File: src/rtl/mem_pkg.sv
// Shared constants and types for the MEM-stage data RAM responder and its
// posted write queue.
package mem_pkg;

  localparam int DEPTH      = 32;
  localparam int WQ_DEPTH   = 4;
  localparam int STARVE_MAX = 4;

  localparam int AW = $clog2(DEPTH);
  localparam int QW = $clog2(WQ_DEPTH);
  localparam int CW = $clog2(WQ_DEPTH + 1);
  localparam int SW = $clog2(STARVE_MAX + 1);

  typedef struct packed {
    logic [AW-1:0] adr;
    logic [31:0]   data;
  } wq_entry_t;

  function automatic logic [AW-1:0] word_idx(input logic [31:0] adr);
    return adr[AW-1:0];
  endfunction

endpackage

File: src/rtl/data_ram_resp_if.sv
// Store/load bus between the MEM stage and the data RAM responder, plus the
// read-only view of the committed array.
interface data_ram_resp_if;
  import mem_pkg::*;

  logic        wr_en;
  logic [31:0] wr_adr;
  logic [31:0] wr_data;
  logic        wr_stall;
  logic        wr_drop;
  logic        rd_en;
  logic [31:0] rd_adr;
  logic        rd_ready;
  logic        rd_valid;
  logic [31:0] rd_data;
  logic        wq_empty;
  logic [31:0] ram_out [0:DEPTH-1];

  modport slave (
    input  wr_en, wr_adr, wr_data, rd_en, rd_adr,
    output wr_stall, wr_drop, rd_ready, rd_valid, rd_data, wq_empty, ram_out
  );

  modport master (
    output wr_en, wr_adr, wr_data, rd_en, rd_adr,
    input  wr_stall, wr_drop, rd_ready, rd_valid, rd_data, wq_empty, ram_out
  );

endinterface

File: src/rtl/data_wq.sv
// Posted write queue: circular FIFO of pending stores with a combinational
// youngest-entry address match used for load forwarding.
module data_wq
  import mem_pkg::*;
(
  input  logic          clk,
  input  logic          rst,
  input  logic          i_push,
  input  wq_entry_t     i_push_entry,
  input  logic          i_pop,
  input  logic [AW-1:0] i_search_adr,
  output wq_entry_t     o_head,
  output logic          o_full,
  output logic          o_empty,
  output logic          o_hit,
  output logic [31:0]   o_hit_data
);

  wq_entry_t     r_mem [WQ_DEPTH];
  logic [QW-1:0] r_head;
  logic [QW-1:0] r_tail;
  logic [CW-1:0] r_count;

  logic [WQ_DEPTH-1:0] w_match;
  logic [QW-1:0]       w_slot [WQ_DEPTH];

  assign o_full  = (r_count == CW'(WQ_DEPTH));
  assign o_empty = (r_count == '0);
  assign o_head  = r_mem[r_head];

  // Slot gi holds the gi-th oldest entry; only the first r_count are live.
  for (genvar gi = 0; gi < WQ_DEPTH; gi++) begin : g_age
    assign w_slot[gi]  = r_head + QW'(gi);
    assign w_match[gi] = (CW'(gi) < r_count) && (r_mem[w_slot[gi]].adr == i_search_adr);
  end

  always_comb begin
    o_hit      = 1'b0;
    o_hit_data = '0;
    for (int i = 0; i < WQ_DEPTH; i++) begin
      if (w_match[i]) begin
        o_hit      = 1'b1;
        o_hit_data = r_mem[w_slot[i]].data;
      end
    end
  end

  always_ff @(posedge clk) begin
    if (rst) begin
      r_head  <= '0;
      r_tail  <= '0;
      r_count <= '0;
    end else begin
      if (i_push) begin
        r_mem[r_tail] <= i_push_entry;
        r_tail        <= r_tail + 1'b1;
      end
      if (i_pop) begin
        r_head <= r_head + 1'b1;
      end
      case ({i_push, i_pop})
        2'b10:   r_count <= r_count + 1'b1;
        2'b01:   r_count <= r_count - 1'b1;
        default: r_count <= r_count;
      endcase
    end
  end

endmodule

File: src/rtl/data_ram_resp.sv
// MEM-stage data RAM responder: posted stores drain into a single-port array,
// loads win arbitration until a starved queue forces a drain.
module data_ram_resp
  import mem_pkg::*;
(
  input  logic            clk,
  input  logic            rst,
  data_ram_resp_if.slave  bus
);

  logic [31:0]   r_ram [DEPTH];
  logic [31:0]   r_rd_data;
  logic          r_rd_valid;
  logic          r_wr_drop;
  logic [SW-1:0] r_starve;

  logic [AW-1:0] w_wr_idx;
  logic [AW-1:0] w_rd_idx;
  logic          w_full;
  logic          w_empty;
  logic          w_hit;
  logic [31:0]   w_hit_data;
  wq_entry_t     w_head;
  wq_entry_t     w_push_entry;
  logic          w_wr_accept;
  logic          w_force;
  logic          w_rd_accept;
  logic          w_drain;
  logic [31:0]   w_rd_fwd;
  logic [SW-1:0] w_starve_next;
  logic          w_unused;

  assign w_wr_idx     = word_idx(bus.wr_adr);
  assign w_rd_idx     = word_idx(bus.rd_adr);
  assign w_unused     = ^{bus.wr_adr[31:AW], bus.rd_adr[31:AW]};
  assign w_push_entry = '{adr: w_wr_idx, data: bus.wr_data};

  // Full is judged on the registered count, so a drain in the same cycle
  // never makes room for a store.
  assign w_wr_accept = bus.wr_en && !w_full;
  assign w_force     = !w_empty && (r_starve == SW'(STARVE_MAX));
  assign w_rd_accept = bus.rd_en && !w_force;
  assign w_drain     = !w_empty && (w_force || !bus.rd_en);

  data_wq u_wq (
    .clk          (clk),
    .rst          (rst),
    .i_push       (w_wr_accept),
    .i_push_entry (w_push_entry),
    .i_pop        (w_drain),
    .i_search_adr (w_rd_idx),
    .o_head       (w_head),
    .o_full       (w_full),
    .o_empty      (w_empty),
    .o_hit        (w_hit),
    .o_hit_data   (w_hit_data)
  );

  // Newest data wins: the store arriving this cycle, then the queue, then the array.
  always_comb begin
    w_rd_fwd = r_ram[w_rd_idx];
    if (w_wr_accept && (w_wr_idx == w_rd_idx)) begin
      w_rd_fwd = bus.wr_data;
    end else if (w_hit) begin
      w_rd_fwd = w_hit_data;
    end
  end

  always_comb begin
    w_starve_next = '0;
    if (!w_force && bus.rd_en && !w_empty) begin
      w_starve_next = (r_starve == SW'(STARVE_MAX)) ? r_starve : r_starve + 1'b1;
    end
  end

  always_ff @(posedge clk) begin
    if (rst) begin
      for (int i = 0; i < DEPTH; i++) begin
        r_ram[i] <= '0;
      end
      r_rd_data  <= '0;
      r_rd_valid <= 1'b0;
      r_wr_drop  <= 1'b0;
      r_starve   <= '0;
    end else begin
      if (w_drain) begin
        r_ram[w_head.adr] <= w_head.data;
      end
      r_rd_valid <= w_rd_accept;
      if (w_rd_accept) begin
        r_rd_data <= w_rd_fwd;
      end
      r_wr_drop <= bus.wr_en && w_full;
      r_starve  <= w_starve_next;
    end
  end

  assign bus.wr_stall = w_full;
  assign bus.wq_empty = w_empty;
  assign bus.rd_ready = !w_force;
  assign bus.rd_valid = r_rd_valid;
  assign bus.rd_data  = r_rd_data;
  assign bus.wr_drop  = r_wr_drop;

  for (genvar gi = 0; gi < DEPTH; gi++) begin : g_ram_out
    assign bus.ram_out[gi] = r_ram[gi];
  end

endmodule

File: src/flat_wrapper.sv
// flat-port wrapper written by rule: the top's interface ports become plain ports
module data_ram_resp_flat import mem_pkg::*;
  (clk, rst, bus_wr_en, bus_wr_adr, bus_wr_data, bus_rd_en, bus_rd_adr, bus_wr_stall, bus_wr_drop, bus_rd_ready, bus_rd_valid, bus_rd_data, bus_wq_empty, bus_ram_out);
  data_ram_resp_if bus_i ();
  input  logic clk;
  input  logic rst;
  input wire logic [$bits(bus_i.wr_en)-1:0] bus_wr_en;
  input wire logic [$bits(bus_i.wr_adr)-1:0] bus_wr_adr;
  input wire logic [$bits(bus_i.wr_data)-1:0] bus_wr_data;
  input wire logic [$bits(bus_i.rd_en)-1:0] bus_rd_en;
  input wire logic [$bits(bus_i.rd_adr)-1:0] bus_rd_adr;
  output wire logic [$bits(bus_i.wr_stall)-1:0] bus_wr_stall;
  output wire logic [$bits(bus_i.wr_drop)-1:0] bus_wr_drop;
  output wire logic [$bits(bus_i.rd_ready)-1:0] bus_rd_ready;
  output wire logic [$bits(bus_i.rd_valid)-1:0] bus_rd_valid;
  output wire logic [$bits(bus_i.rd_data)-1:0] bus_rd_data;
  output wire logic [$bits(bus_i.wq_empty)-1:0] bus_wq_empty;
  output wire logic [$bits(bus_i.ram_out)-1:0] bus_ram_out;
  assign bus_i.wr_en = bus_wr_en;
  assign bus_i.wr_adr = bus_wr_adr;
  assign bus_i.wr_data = bus_wr_data;
  assign bus_i.rd_en = bus_rd_en;
  assign bus_i.rd_adr = bus_rd_adr;
  assign bus_wr_stall = bus_i.wr_stall;
  assign bus_wr_drop = bus_i.wr_drop;
  assign bus_rd_ready = bus_i.rd_ready;
  assign bus_rd_valid = bus_i.rd_valid;
  assign bus_rd_data = bus_i.rd_data;
  assign bus_wq_empty = bus_i.wq_empty;
  assign bus_ram_out = {>>{bus_i.ram_out}};
  data_ram_resp u_core (.clk(clk), .rst(rst), .bus(bus_i));
endmodule
File: config.mk
export PLATFORM = sky130hd
export DESIGN_NAME = data_ram_resp_flat
export DESIGN_NICKNAME = d
export VERILOG_FILES = /design/src/rtl/mem_pkg.sv /design/src/rtl/data_ram_resp_if.sv /design/src/rtl/data_wq.sv /design/src/rtl/data_ram_resp.sv /design/src/flat_wrapper.sv
export SDC_FILE = /design/constraint.sdc
export NUM_CORES = 2
export LEC_CHECK = 0
export ABC_AREA = 1
export CORE_AREA = 2 2 446 448
export DETAILED_ROUTE_END_ITERATION = 8
export DIE_AREA = 0 0 448 450
export MAX_ROUTING_LAYER = met4
export SLEW_MARGIN = 20
export SYNTH_ARGS = -nofsm -noshare
export SYNTH_HDL_FRONTEND = slang
export SYNTH_SLANG_ARGS = --single-unit
File: constraint.sdc
create_clock -name clk -period 7.9 [get_ports clk]
set_input_delay 0.79 -clock clk [delete_from_list [all_inputs] [get_ports clk]]
set_output_delay 0.79 -clock clk [all_outputs]
set_load 0.005 [all_outputs]
==> results.py <==
metrics = {
    "yosys": {
        "yosysTopAreaCell": "edfxtp_1",
        "synth_top_area_share_pct": 61.6,
        "synth.ff_latch_count": 1218,
        "synthCells": 5973,
        "synth_seq_area_share_pct": 63.2,
        "syn_avg_cell_area_sq_um": 9.57,
        "async_flop_share_pct": 0,
        "synth_fp_nets": 6084,
        "ys.warnings.count": 0,
        "netlist_area_sq_um": 57200,
        "ys_types": 39,
        "yosys_most_used_dff": "edfxtp_1",
        "synth-edff-count": 1172,
        "synth_area_leaders": "edfxtp_1, nor2_1, o21ai_0, nand2_1, clkbuf_1",
    },
    "worst_setup_path": {
        "crit_type": "reg2reg",
        "r2r_start": "u_core.u_wq.r_count[0]$_SDFFE_PP0P_",
        "crit_end": "u_core.r_ram[24][17]$_SDFFCE_PN0P_",
        "critPathCaptureType": "flip-flop",
        "r2r-end": "u_core.r_ram[24][17]$_SDFFCE_PN0P_",
        "arrival_ns": 5.32,
        "reg2reg_slack_ns": 3.08,
        "crit_required_ns": 8.40,
        "startpoint_type": "flip-flop",
        "startpoint": "u_core.u_wq.r_count[0]$_SDFFE_PP0P_",
        "worst-r2r-cell-count": 14,
        "crit_fanout": 33,
    },
    "floorplanning": {
        "row_count": 163,
        "coreArea_sq_um": 197000,
        "num_io_pins": 1161,
        "dieArea_sq_um": 202000,
        "die_width_um": 448,
        "die_h_um": 450,
        "start_util_pct": 29.1,
    },
    "clock_network": {
        "insertion_delay_ns": 0.83,
        "cts_made_buffers": 142,
        "cts_max_path_buffers": 3,
        "cts.repair.resized": 0,
        "cts_num_sinks": 1218,
        "clk_pin_slew_worst_paths_ns": 0.06,
        "htreeDepth": 4,
        "postCtsSetupBuffers": 0,
        "root_buffer": "clkbuf_16",
        "cts_tree": "yes",
        "postCtsHoldBufs": 0,
    },
    "sta": {
        "fin_crit_sh_pct": 61.0,
        "setup_tns_ns": 0,
        "hold_viol": 0,
        "finClkSkew_ns": 0.0551,
        "fin_crit_ns": 4.82,
        "finalMaxSlewViolations": 0,
        "fmax_ghz": 0.207,
        "setup_violations": 0,
        "rsz0062_at_grt": "false",
        "slew_headroom_pct": 9.85,
        "fin_ws_ns": 3.08,
        "tightest_slew_ns": 1.34,
    },
    "layout": {
        "seqCellArea_sq_um": 36100,
        "multi_input_area_sq_um": 18900,
        "fill_cells": 19300,
        "final_cells": 9606,
        "nets": 6930,
        "synthToLayoutAreaGrowth_pct": 32.2,
        "drive_gt1_share_pct": 6.72,
        "fin_util_pct": 38.4,
    },
    "power_and_ir_drop": {
        "clkPwrFrac_pct": 33.3,
        "comb_power_share_pct": 27.2,
        "vdd_drop_max_mv": 0.178,
        "power_density_nw_per_um2": 262,
        "p_leak_nw": 27.6,
        "p_sw_mw": 7.31,
        "intPower_mw": 12.5,
        "switching_share_pct": 37.0,
        "seq_power_share_pct": 39.5,
    },
    "placement": {
        "hpwl_mm": 218,
        "placedCellCount": 9313,
        "place.gp.congestion": 0.945,
        "dp_slack_ns": 2.73,
        "io_buffers": 1106,
    },
    "global_routing": {
        "track_usage_pct": 31.1,
        "grt_pass1_vias": 48400,
        "antenna_found_initial": 46,
        "overflow": 0,
        "grt_first_pass_wirelength_mm": 420,
        "grt_max_degree": 153,
    },
    "route": {
        "drc_errors": 0,
        "vias_per_cell": 5.58,
        "drt_wl_total_mm": 317,
        "wl_per_cell_um": 33.0,
        "vias": 53600,
        "drt-initial-drc-count": 8531,
        "drtPass1Iterations": 9,
        "ant_nets": 0,
    },
    "status": {
        "status": "completed",
    },
    "run": {
        "max_cap_viol_count": 0,
    },
    "min_path": {
        "hold_path_class": "reg2reg",
    },
}
-- final cells by class --
cell class              instances  area share, %
diodes                         32          0.106
clock buffers                 180           5.00
clock inverters                79          0.970
inverters                     109          0.578
multi-input cells            4110           25.1
flip-flops and latches       1218           47.8
well taps                    2640           4.37
repair buffers               1238           16.1
-- per-stage QoR --
step | power (mW) | area, sq um | hold WS (ns)
after detailed placement | 13.2 | 70900 | 0.463
after CTS | 19.7 | 75400 | 0.469
after global placement | 13.1 | 70900 | 0.456
after floorplan | 10.2 | 57200 | 0.456
final | 19.8 | 75600 | 0.475
after global routing | 20.3 | 75600 | 0.507
-- worst max-delay path: stages, from the launching register on --
cell and delay, ns:
dfxtp_1 0.38, inv_1 0.12, ha_1 0.23, nand2_1 0.21, nand2_1 0.12, nand2_2 0.09, inv_2 0.04, nor2_4 0.23
inv_2 0.04, nor2_1 0.34, nand2_1 0.17, nor2_2 0.50, nand2_2 0.72, nand2_2 0.89, buf_4 0.40
-- worst min path at each step --
stage	startpoint	end	slack, ns	depth (start not counted)
after floorplan	u_core.r_starve[0]$_SDFFE_PP0P_	u_core.r_starve[0]$_SDFFE_PP0P_	0.46	2
after global placement	u_core.bus.rd_data[11]$_SDFFE_PP0P_	u_core.bus.rd_data[11]$_SDFFE_PP0P_	0.46	2
after detailed placement	u_core.bus.rd_data[11]$_SDFFE_PP0P_	u_core.bus.rd_data[11]$_SDFFE_PP0P_	0.46	2
after CTS	bus_wr_en	u_core.bus.wr_drop$_SDFF_PP0_	0.47	3
after global routing	u_core.bus.rd_data[5]$_SDFFE_PP0P_	u_core.bus.rd_data[5]$_SDFFE_PP0P_	0.51	2
final	u_core.bus.rd_data[9]$_SDFFE_PP0P_	u_core.bus.rd_data[9]$_SDFFE_PP0P_	0.47	2
-- power groups by stage --
stage	Sequential [mW]	Clock [mW]	Combinational, mW
2_1_floorplan	7.75	0	2.42
3_3_place_gp	7.91	0	5.20
3_5_place_dp	7.92	0	5.25
4_1_cts	7.79	6.61	5.26
5_1_grt	7.82	6.83	5.61
6_report	7.81	6.58	5.39
-- layer usage --
metal	part of all wire [%]	GRT usage (%)
met4	6.2	15.9
met3	12	8.53
met5	0	-
met1	37	38.9
met2	44	45.8
-- placed cells by master, fill, tap and decap left out, drive strengths merged, types with 10 or more instances in the layout --
| cell type | n |
|---|---|
| inv | 115 |
| nand3 | 146 |
| o21ai | 760 |
| nand4 | 34 |
| buf | 137 |
| edfxtp | 1172 |
| a21oi | 132 |
| clkinv | 59 |
| o22ai | 72 |
| o221ai | 90 |
| diode | 32 |
| o211ai | 169 |
| nand2 | 790 |
| clkbuf | 181 |
| clkdlybuf4s50 | 1100 |
| nor2 | 1881 |
| dfxtp | 46 |
| ha | 11 |
| bufinv | 10 |
-- registers in the layout (all words and copies together) (netlist names), named ones only --
register and count:
u_core.u_wq.r_head 2, u_core.u_wq.r_count 3, u_core.r_ram 1024, u_core.u_wq.r_tail 2
u_core.r_starve 3, u_core.bus.rd_data 32, u_core.bus.wr_drop 1, u_core.bus.rd_valid 1
u_core.u_wq.r_mem 148
-- synthesized netlist by cell type, types with 46 or more instances --
library cell,count
buf_2,71
a21oi_1,127
o221ai_1,90
edfxtp_1,1172
inv_1,98
o21ai_0,750
nand3_1,144
o22ai_1,72
o211ai_1,169
dfxtp_1,46
nand2_1,782
nor2_1,1873
clkbuf_1,429
-- kinds of logic (layout without fill, tap and decap cells) --
group,count (synthesis),after routing,synth area share [%]
fa+ha+maj,11,11,0.241
other cells,0,32,0
flops,1218,1218,63.2
mux,1,1,0.0175
buf+inv,645,1606,4.60
simple gates,2857,2857,19.5
xor+xnor,9,9,0.138
compound gates,1232,1232,12.4
Power figures use the tool's default switching activity.
